<file path="src/rtl/uart_rx_fifo.sv">
// Receive-side byte FIFO behind the UART receiver: first-word-fall-through read port,
// fill level, full/empty/almost-full status and a sticky overflow flag for dropped bytes.
module uart_rx_fifo #(
  parameter int DEPTH        = 16,
  parameter int ADDR_W       = 4,
  parameter int AFULL_THRESH = 12
) (
  input  logic              clk,
  input  logic              rst,
  input  logic              rx_dv,
  input  logic [7:0]        rx_data,
  input  logic              rd_ready,
  output logic              rd_valid,
  output logic [7:0]        rd_data,
  output logic [ADDR_W:0]   level,
  output logic              empty,
  output logic              full,
  output logic              almost_full,
  output logic              overflow,
  input  logic              ovf_clr
);

  localparam logic [ADDR_W:0]   FULL_LVL  = (ADDR_W+1)'(DEPTH);
  localparam logic [ADDR_W:0]   AFULL_LVL = (ADDR_W+1)'(AFULL_THRESH);
  localparam logic [ADDR_W:0]   LVL_ONE   = (ADDR_W+1)'(1);
  localparam logic [ADDR_W-1:0] PTR_ONE   = ADDR_W'(1);

  logic [7:0]        mem_r [DEPTH];
  logic [ADDR_W-1:0] wr_ptr_r;
  logic [ADDR_W-1:0] rd_ptr_r;
  logic [ADDR_W:0]   level_r;
  logic              overflow_r;

  logic empty_s;
  logic full_s;
  logic pop_s;
  logic push_s;
  logic drop_s;

  // Handshake decode; a push into a full FIFO is accepted only if the head leaves in the same cycle
  always_comb begin
    empty_s = (level_r == '0);
    full_s  = (level_r == FULL_LVL);
    pop_s   = !empty_s && rd_ready;
    push_s  = rx_dv && (!full_s || pop_s);
    drop_s  = rx_dv && full_s && !pop_s;
  end

  // Storage array, cleared on reset so the head byte is never undefined
  always_ff @(posedge clk or posedge rst) begin
    if (rst) begin
      for (int i = 0; i < DEPTH; i++) begin
        mem_r[i] <= 8'h00;
      end
    end else if (push_s) begin
      mem_r[wr_ptr_r] <= rx_data;
    end
  end

  // Pointers, occupancy and sticky overflow (a new drop wins over a clear)
  always_ff @(posedge clk or posedge rst) begin
    if (rst) begin
      wr_ptr_r   <= '0;
      rd_ptr_r   <= '0;
      level_r    <= '0;
      overflow_r <= 1'b0;
    end else begin
      if (push_s) begin
        wr_ptr_r <= wr_ptr_r + PTR_ONE;
      end
      if (pop_s) begin
        rd_ptr_r <= rd_ptr_r + PTR_ONE;
      end
      case ({push_s, pop_s})
        2'b10:   level_r <= level_r + LVL_ONE;
        2'b01:   level_r <= level_r - LVL_ONE;
        default: level_r <= level_r;
      endcase
      if (drop_s) begin
        overflow_r <= 1'b1;
      end else if (ovf_clr) begin
        overflow_r <= 1'b0;
      end
    end
  end

  assign rd_data     = mem_r[rd_ptr_r];
  assign rd_valid    = !empty_s;
  assign empty       = empty_s;
  assign full        = full_s;
  assign almost_full = (level_r >= AFULL_LVL);
  assign level       = level_r;
  assign overflow    = overflow_r;

endmodule
</file>
<file path="config.mk">
export PLATFORM = sky130hd
export DESIGN_NAME = uart_rx_fifo
export DESIGN_NICKNAME = d
export VERILOG_FILES = /design/src/rtl/uart_rx_fifo.sv
export SDC_FILE = /design/constraint.sdc
export NUM_CORES = 1
export LEC_CHECK = 0
export BUFFER_PORTS_ARGS = -buffer_cell sky130_fd_sc_hd__buf_2
export CAP_MARGIN = 0
export CORE_UTILIZATION = 60
export CTS_CLUSTER_DIAMETER = 30
export DETAILED_ROUTE_END_ITERATION = 16
export HOLD_SLACK_MARGIN = 0.12
export MAX_ROUTING_LAYER = met4
export PLACE_DENSITY = 0.78
export REMOVE_ABC_BUFFERS = 1
export SLEW_MARGIN = 15
export SYNTH_ARGS = -nofsm -noshare
export SYNTH_HDL_FRONTEND = slang
export SYNTH_SLANG_ARGS = --single-unit
</file>
<file path="constraint.sdc">
create_clock -name clk -period 4.85 [get_ports clk]
set_input_delay 0.2425 -clock clk [delete_from_list [all_inputs] [get_ports clk]]
set_output_delay 0.2425 -clock clk [all_outputs]
set_load 0.01 [all_outputs]
</file>
==> flow_metrics.py, run 1 <==
metrics = {
    "yosys": {
        "syn_avg_cell_area_sq_um": 16.5,
        "ys_ff_latch": 142,
        "seq_area_frac_synth_pct": 48.8,
        "synth_edf_count": 0,
        "yosys_warnings": 0,
        "synth_most_common_cell": "dfrtp_1",
        "synthDistinctLibCells": 40,
        "synthFlopType": "dfrtp_1",
        "yosys.area.top_type": "dfrtp_1",
        "syn_inst": 442,
        "synth_top_area_share_pct": 48.8,
        "syn_area_sq_um": 7280,
        "synth.area.top_cells": "dfrtp_1 49%, mux2_4 26%, mux4_2 9.9%, nor3_4 2.9%, a22oi_1 1.6%",
        "synthArstFlopShare_pct": 100,
        "synth_common_cells": "142 x dfrtp_1, 128 x mux2_4, 32 x mux4_2",
    },
    "layout": {
        "drive_gt1_share_pct": 51.8,
        "multi_input_area_sq_um": 3560,
        "n_antenna_cell": 0,
        "seq_area_sq_um": 3550,
        "fill_cells": 741,
        "fin_nets": 491,
        "syn2layout_area_growth_pct": 12.3,
    },
    "global_route": {
        "grt_first_pass_wirelength_mm": 24.1,
        "grt_usage_pct": 26.8,
        "grt_max_degree": 94,
        "grt_remaining_overflow": 0,
        "grt_pass1_vias": 4215,
        "antenna_found_initial": 0,
    },
    "pwr": {
        "leakage_nw": 3.61,
        "p_int_mw": 4.10,
        "ir_drop_uv": 343,
        "switching_share_pct": 31.1,
        "p_per_area_nw_per_um2": 727,
        "combPwrFrac_pct": 38.8,
        "p_total_mw": 5.95,
        "seq_power_share_pct": 37.5,
        "p_switching_mw": 1.85,
        "p_clk_share_pct": 23.8,
    },
    "route": {
        "drc": 0,
        "wirelength_mm": 14.7,
        "vias_per_cell": 6.13,
        "num_vias": 3839,
        "drt_iter0_drc": 212,
        "dr.pass1.iters": 4,
        "drtAntennaViolNets": 0,
        "routedWlPerCell_microns": 23.5,
    },
    "die": {
        "dieWidth_microns": 112,
        "rows": 39,
        "die_h_microns": 112,
        "fp.coreArea_sq_um": 11600,
        "initial_utilization_pct": 62.7,
        "ios": 31,
        "fp.dieArea_sq_um": 12600,
    },
    "critical_path": {
        "reg2reg_from": "level[2]$_DFFE_PP0P_",
        "r2r_setup_slack_ps": 1540,
        "cp.required_ps": 5200,
        "crit_arrival_ps": 3660,
        "critPathLaunchType": "flip-flop",
        "cp_max_fo": 20,
        "end_kind": "flip-flop",
        "cp-startpoint": "level[2]$_DFFE_PP0P_",
        "crit_type": "reg2reg",
    },
    "cts": {
        "cts-buffers-inserted": 17,
        "clock_latency_ps": 430,
        "cts_tree": "done",
        "clk_pin_slew_ps": 60,
        "cts_buffer_depth": 2,
        "cts_root_buf": "clkbuf_16",
        "htreeDepth": 4,
        "cts.sinks": 142,
        "cts_setup_buffers": 0,
        "ctsResizeCount": 0,
        "cts_hold_buf": 3,
    },
    "sta": {
        "hold_violations": 0,
        "final-max-slew-violation-count": 0,
        "finalCritPeriodShare_pct": 68.3,
        "fin_skew_ps": 12.4,
        "totalNegativeSetupSlack_ps": 0,
        "worst_pin_slew_ps": 1040,
        "max_freq_ghz": 0.302,
        "rsz0062_at_grt": "no",
        "setup_viol": 0,
        "slew_headroom_pct": 30.3,
        "fin_crit_ps": 3310,
    },
    "place": {
        "place_hpwl_mm": 9.03,
        "place_congestion": 0.770,
        "numPortBuffers": 30,
    },
    "job": {
        "maxCapViolCount": 0,
    },
    "outcome": {
        "status": "complete, no violations",
    },
    "worst_hold_path": {
        "worstHoldStart": "rx_dv",
        "hp-class": "in2reg",
    },
}
## registers in the layout (all words and copies together) (netlist names)
signal    flops
rd_ptr_r      4
mem_r       128
wr_ptr_r      4
level         5
overflow      1
## worst max-delay path: stages (launching register included)
cell and delay, ps:
dfrtp_1 510, or4_4 560, nor3_4 110, buf_4 430, or2b_2 240, ha_1 310
xor2_1 210, ha_1 220, and3b_1 150, o21ai_0 90, a31oi_1 250, xnor2_1 140
## area by class of cell
| type | count | area share (%) |
|---|---|---|
| Tap cell | 143 | 2.19 |
| Clock inverter | 11 | 1.97 |
| Inverter | 6 | 0.337 |
| Multi-Input combinational cell | 266 | 43.6 |
| Clock buffer | 21 | 5.88 |
| Sequential cell | 142 | 43.5 |
| Timing Repair Buffer | 37 | 2.57 |
## per-layer routing
metal	vias up	wire length (microns)	GRT usage [%]
li1	1686	-	-
met4	0	130	8.18
met5	-	0	-
met2	79	7290	41.2
met3	12	569	5.83
met1	2062	6730	36.1
## layout by cell type (no fill, tap or decap), types with 5 or more instances in the layout
cell       count
mux2_4       128
nand2_1       18
clkinv_2       5
xnor2_1        5
nor3_4        13
ha_1           8
dfrtp_1      141
a22oi_1       16
mux4_2        32
xor2_1         7
clkbuf_16     17
buf_2         30
## final timing paths
check                                     endpoint  cells after the start
max                           level[4]$_DFFE_PP0P_                     11
min                        wr_ptr_r[3]$_DFFE_PP0P_                      3
max reg2reg                   level[4]$_DFFE_PP0P_                     11
min reg2reg                  mem_r[78]$_DFFE_PP0P_                      1
max in group asynchronous    mem_r[11]$_DFFE_PP0P_                      4
min in group asynchronous    mem_r[65]$_DFFE_PP0P_                      3
## cell families after synthesis
kind of cell | after synthesis | synth area share (%)
AOI/OAI and AO/OA | 27 | 2.53
xor gates and xnor gates | 12 | 1.44
adders and majority gates | 8 | 1.37
buffers and inverters | 34 | 2.25
DFF | 142 | 48.8
muxes | 163 | 36.8
and+or+nand+nor | 56 | 6.84
## metrics by stage
step,hold slack (ps),cell area (sq um),setup WS (ps),cells,util (%)
4_1_cts,256,8180,1550,626,70.4
3_5_place_dp,424,7500,1600,591,64.6
2_1_floorplan,333,7140,798,414,-
6_report,266,8180,1540,626,70.4
5_1_grt,284,8180,1320,626,70.4
3_3_place_gp,423,7500,1790,591,64.6
## power by group through the flow
stage / Combinational, mW / Clock, mW / Sequential [mW]
floorplan: 1.80 / 0 / 2.15
global placement: 2.25 / 0 / 2.19
detailed placement: 2.30 / 0 / 2.22
CTS: 2.32 / 1.42 / 2.22
global route: 2.47 / 1.48 / 2.30
finish: 2.30 / 1.41 / 2.23
No activity file was read; power rests on OpenSTA's default activity.
==> run 2, diff against run 1 <==
Clock period 4.85 ns to 3.2 ns, I/O delays scaled along.
==> run 2 against run 1 <==
Via count increased by 2.4%. Global-route usage rose by 1.3 points. Die area is the same. Critical path type is now reg2out. Largest power group unchanged.
==> flow_metrics.py, run 2 (synthesis gave the netlist of run 1 again) <==
metrics = {
    "layout": {
        "drive_gt1_share_pct": 52.1,
        "top_register": "mem_r",
        "fin_nets": 498,
        "largest_reg_flops": 128,
        "fill_cells": 785,
        "n_antenna_cell": 0,
        "mostFrequentLayoutCell": "dfrtp_1",
        "final_cell_mix": "141 x dfrtp_1, 128 x mux2_4, 32 x mux4_2, 30 x buf_2, 18 x nand2_1",
        "syn2layout_area_growth_pct": 12.4,
    },
    "job": {
        "maxCapViolCount": 0,
    },
    "sta": {
        "hold_violations": 0,
        "rsz0062_at_grt": "no",
        "fin_crit_ps": 2780,
        "fin_skew_ps": 5.81,
        "totalNegativeSetupSlack_ps": 0,
        "max_freq_ghz": 0.360,
        "final-max-slew-violation-count": 0,
        "fin_ws_ps": 419,
        "setup_viol": 0,
        "worst_pin_slew_ps": 912,
        "finalCritPeriodShare_pct": 86.9,
        "slew_headroom_pct": 39.1,
        "whs_ps": 191,
    },
    "cts": {
        "cts_setup_buffers": 0,
        "clk_pin_slew_ps": 60,
        "clock_latency_ps": 420,
        "cts_tree": "done",
        "cts_root_buf": "clkbuf_16",
        "cts_buffer_depth": 2,
        "cts.sinks": 142,
        "htreeDepth": 4,
        "cts-buffers-inserted": 17,
    },
    "route": {
        "drtAntennaViolNets": 0,
        "num_vias": 3930,
        "routedWlPerCell_microns": 24.2,
        "dr.pass1.iters": 4,
        "drt_iter0_drc": 217,
        "vias_per_cell": 6.22,
        "drc": 0,
        "wirelength_mm": 15.3,
    },
    "critical_path": {
        "end_kind": "output pin",
        "rr_endpoint": "level[2]$_DFFE_PP0P_",
        "crit_arrival_ps": 2620,
        "cp.required_ps": 3040,
        "cp_max_fo": 25,
        "worstRegToRegCells": 10,
        "critPathLaunchType": "flip-flop",
        "cp-startpoint": "rd_ptr_r[0]$_DFFE_PP0P_",
        "crit_type": "reg2out",
        "r2r_setup_slack_ps": 430,
        "reg2reg_from": "level[2]$_DFFE_PP0P_",
        "crit_path_end": "rd_data[5]",
    },
    "global_route": {
        "antenna_found_initial": 0,
        "grt_remaining_overflow": 0,
        "grt_first_pass_wirelength_mm": 25.3,
        "grt_max_degree": 82,
        "grt_usage_pct": 28.1,
        "grt_pass1_vias": 4388,
    },
    "outcome": {
        "status": "complete, no violations",
    },
    "die": {
        "ios": 31,
        "die_h_microns": 112,
        "fp.coreArea_sq_um": 11600,
        "rows": 39,
        "fp.dieArea_sq_um": 12600,
        "dieWidth_microns": 112,
        "initial_utilization_pct": 62.7,
    },
    "place": {
        "place_hpwl_mm": 9.64,
        "place_ws_ps": 462,
        "place_congestion": 0.777,
        "numPortBuffers": 30,
    },
    "pwr": {
        "p_total_mw": 8.92,
        "leakage_nw": 3.62,
        "p_per_area_nw_per_um2": 1090,
        "ir_drop_uv": 780,
    },
    "worst_hold_path": {
        "hp-class": "in2reg",
    },
}
==> run 2: worst max-delay path, stage by stage, from the launching register on <==
cell and delay (ps):
dfrtp_2 920, buf_4 290, mux4_2 510, a22oi_1 220
nand2_1 100, buf_2 160
==> run 2: cell type report <==
cell class / count / area, sq um / area share, %
Multi-Input combinational cell: 266 / 3560 / 43.6
Sequential cell: 142 / 3550 / 43.4
Clock buffer: 22 / 484 / 5.92
Timing Repair Buffer: 44 / 263 / 3.21
Tap cell: 143 / 179 / 2.19
Clock inverter: 9 / 110 / 1.35
Inverter: 6 / 27.5 / 0.336
==> run 2: layer usage <==
layer,GRT usage (%),up-vias,wire [microns],share of wire [%]
met5,-,-,0,0
met4,9.87,0,260,1.7
met3,6.37,25,790,5.2
met2,43.1,104,7510,49
met1,37.1,2096,6720,44
li1,-,1705,-,-
==> run 2: repair_timing <==
action | in CTS | in global routing
hold endpoints to repair | 80 | 0
hold buffers | 3 | 0
resized for setup | 0 | 0
==> run 2: worst min path at each step <==
stage	cells after the start	slack, ps	from	to
6_report	3	190	rx_dv	wr_ptr_r[3]$_DFFE_PP0P_
5_1_grt	3	210	rx_dv	wr_ptr_r[3]$_DFFE_PP0P_
4_1_cts	3	180	rx_dv	wr_ptr_r[3]$_DFFE_PP0P_
3_5_place_dp	2	340	ovf_clr	overflow$_DFFE_PP0P_
3_3_place_gp	2	330	rst	level[2]$_DFFE_PP0P_
2_1_floorplan	1	250	ovf_clr	overflow$_DFFE_PP0P_
==> run 2: power by group <==
| group | total [mW] | switching (mW) | internal (mW) |
|---|---|---|---|
| Clock | 1.98 | 0.753 | 1.22 |
| Sequential | 3.41 | 0.743 | 2.67 |
| Combinational | 3.53 | 1.34 | 2.19 |
| Total | 8.92 | 2.84 | 6.08 |
==> run 2: per-stage QoR <==
stage / area, sq um / std cells / util, %
final: 8180 / 632 / 70.4
after global routing: 8180 / 632 / 70.4
after CTS: 8180 / 632 / 70.4
after detailed placement: 7560 / 598 / 65.1
after global placement: 7560 / 598 / 65.1
after floorplan: 7140 / 414 / -
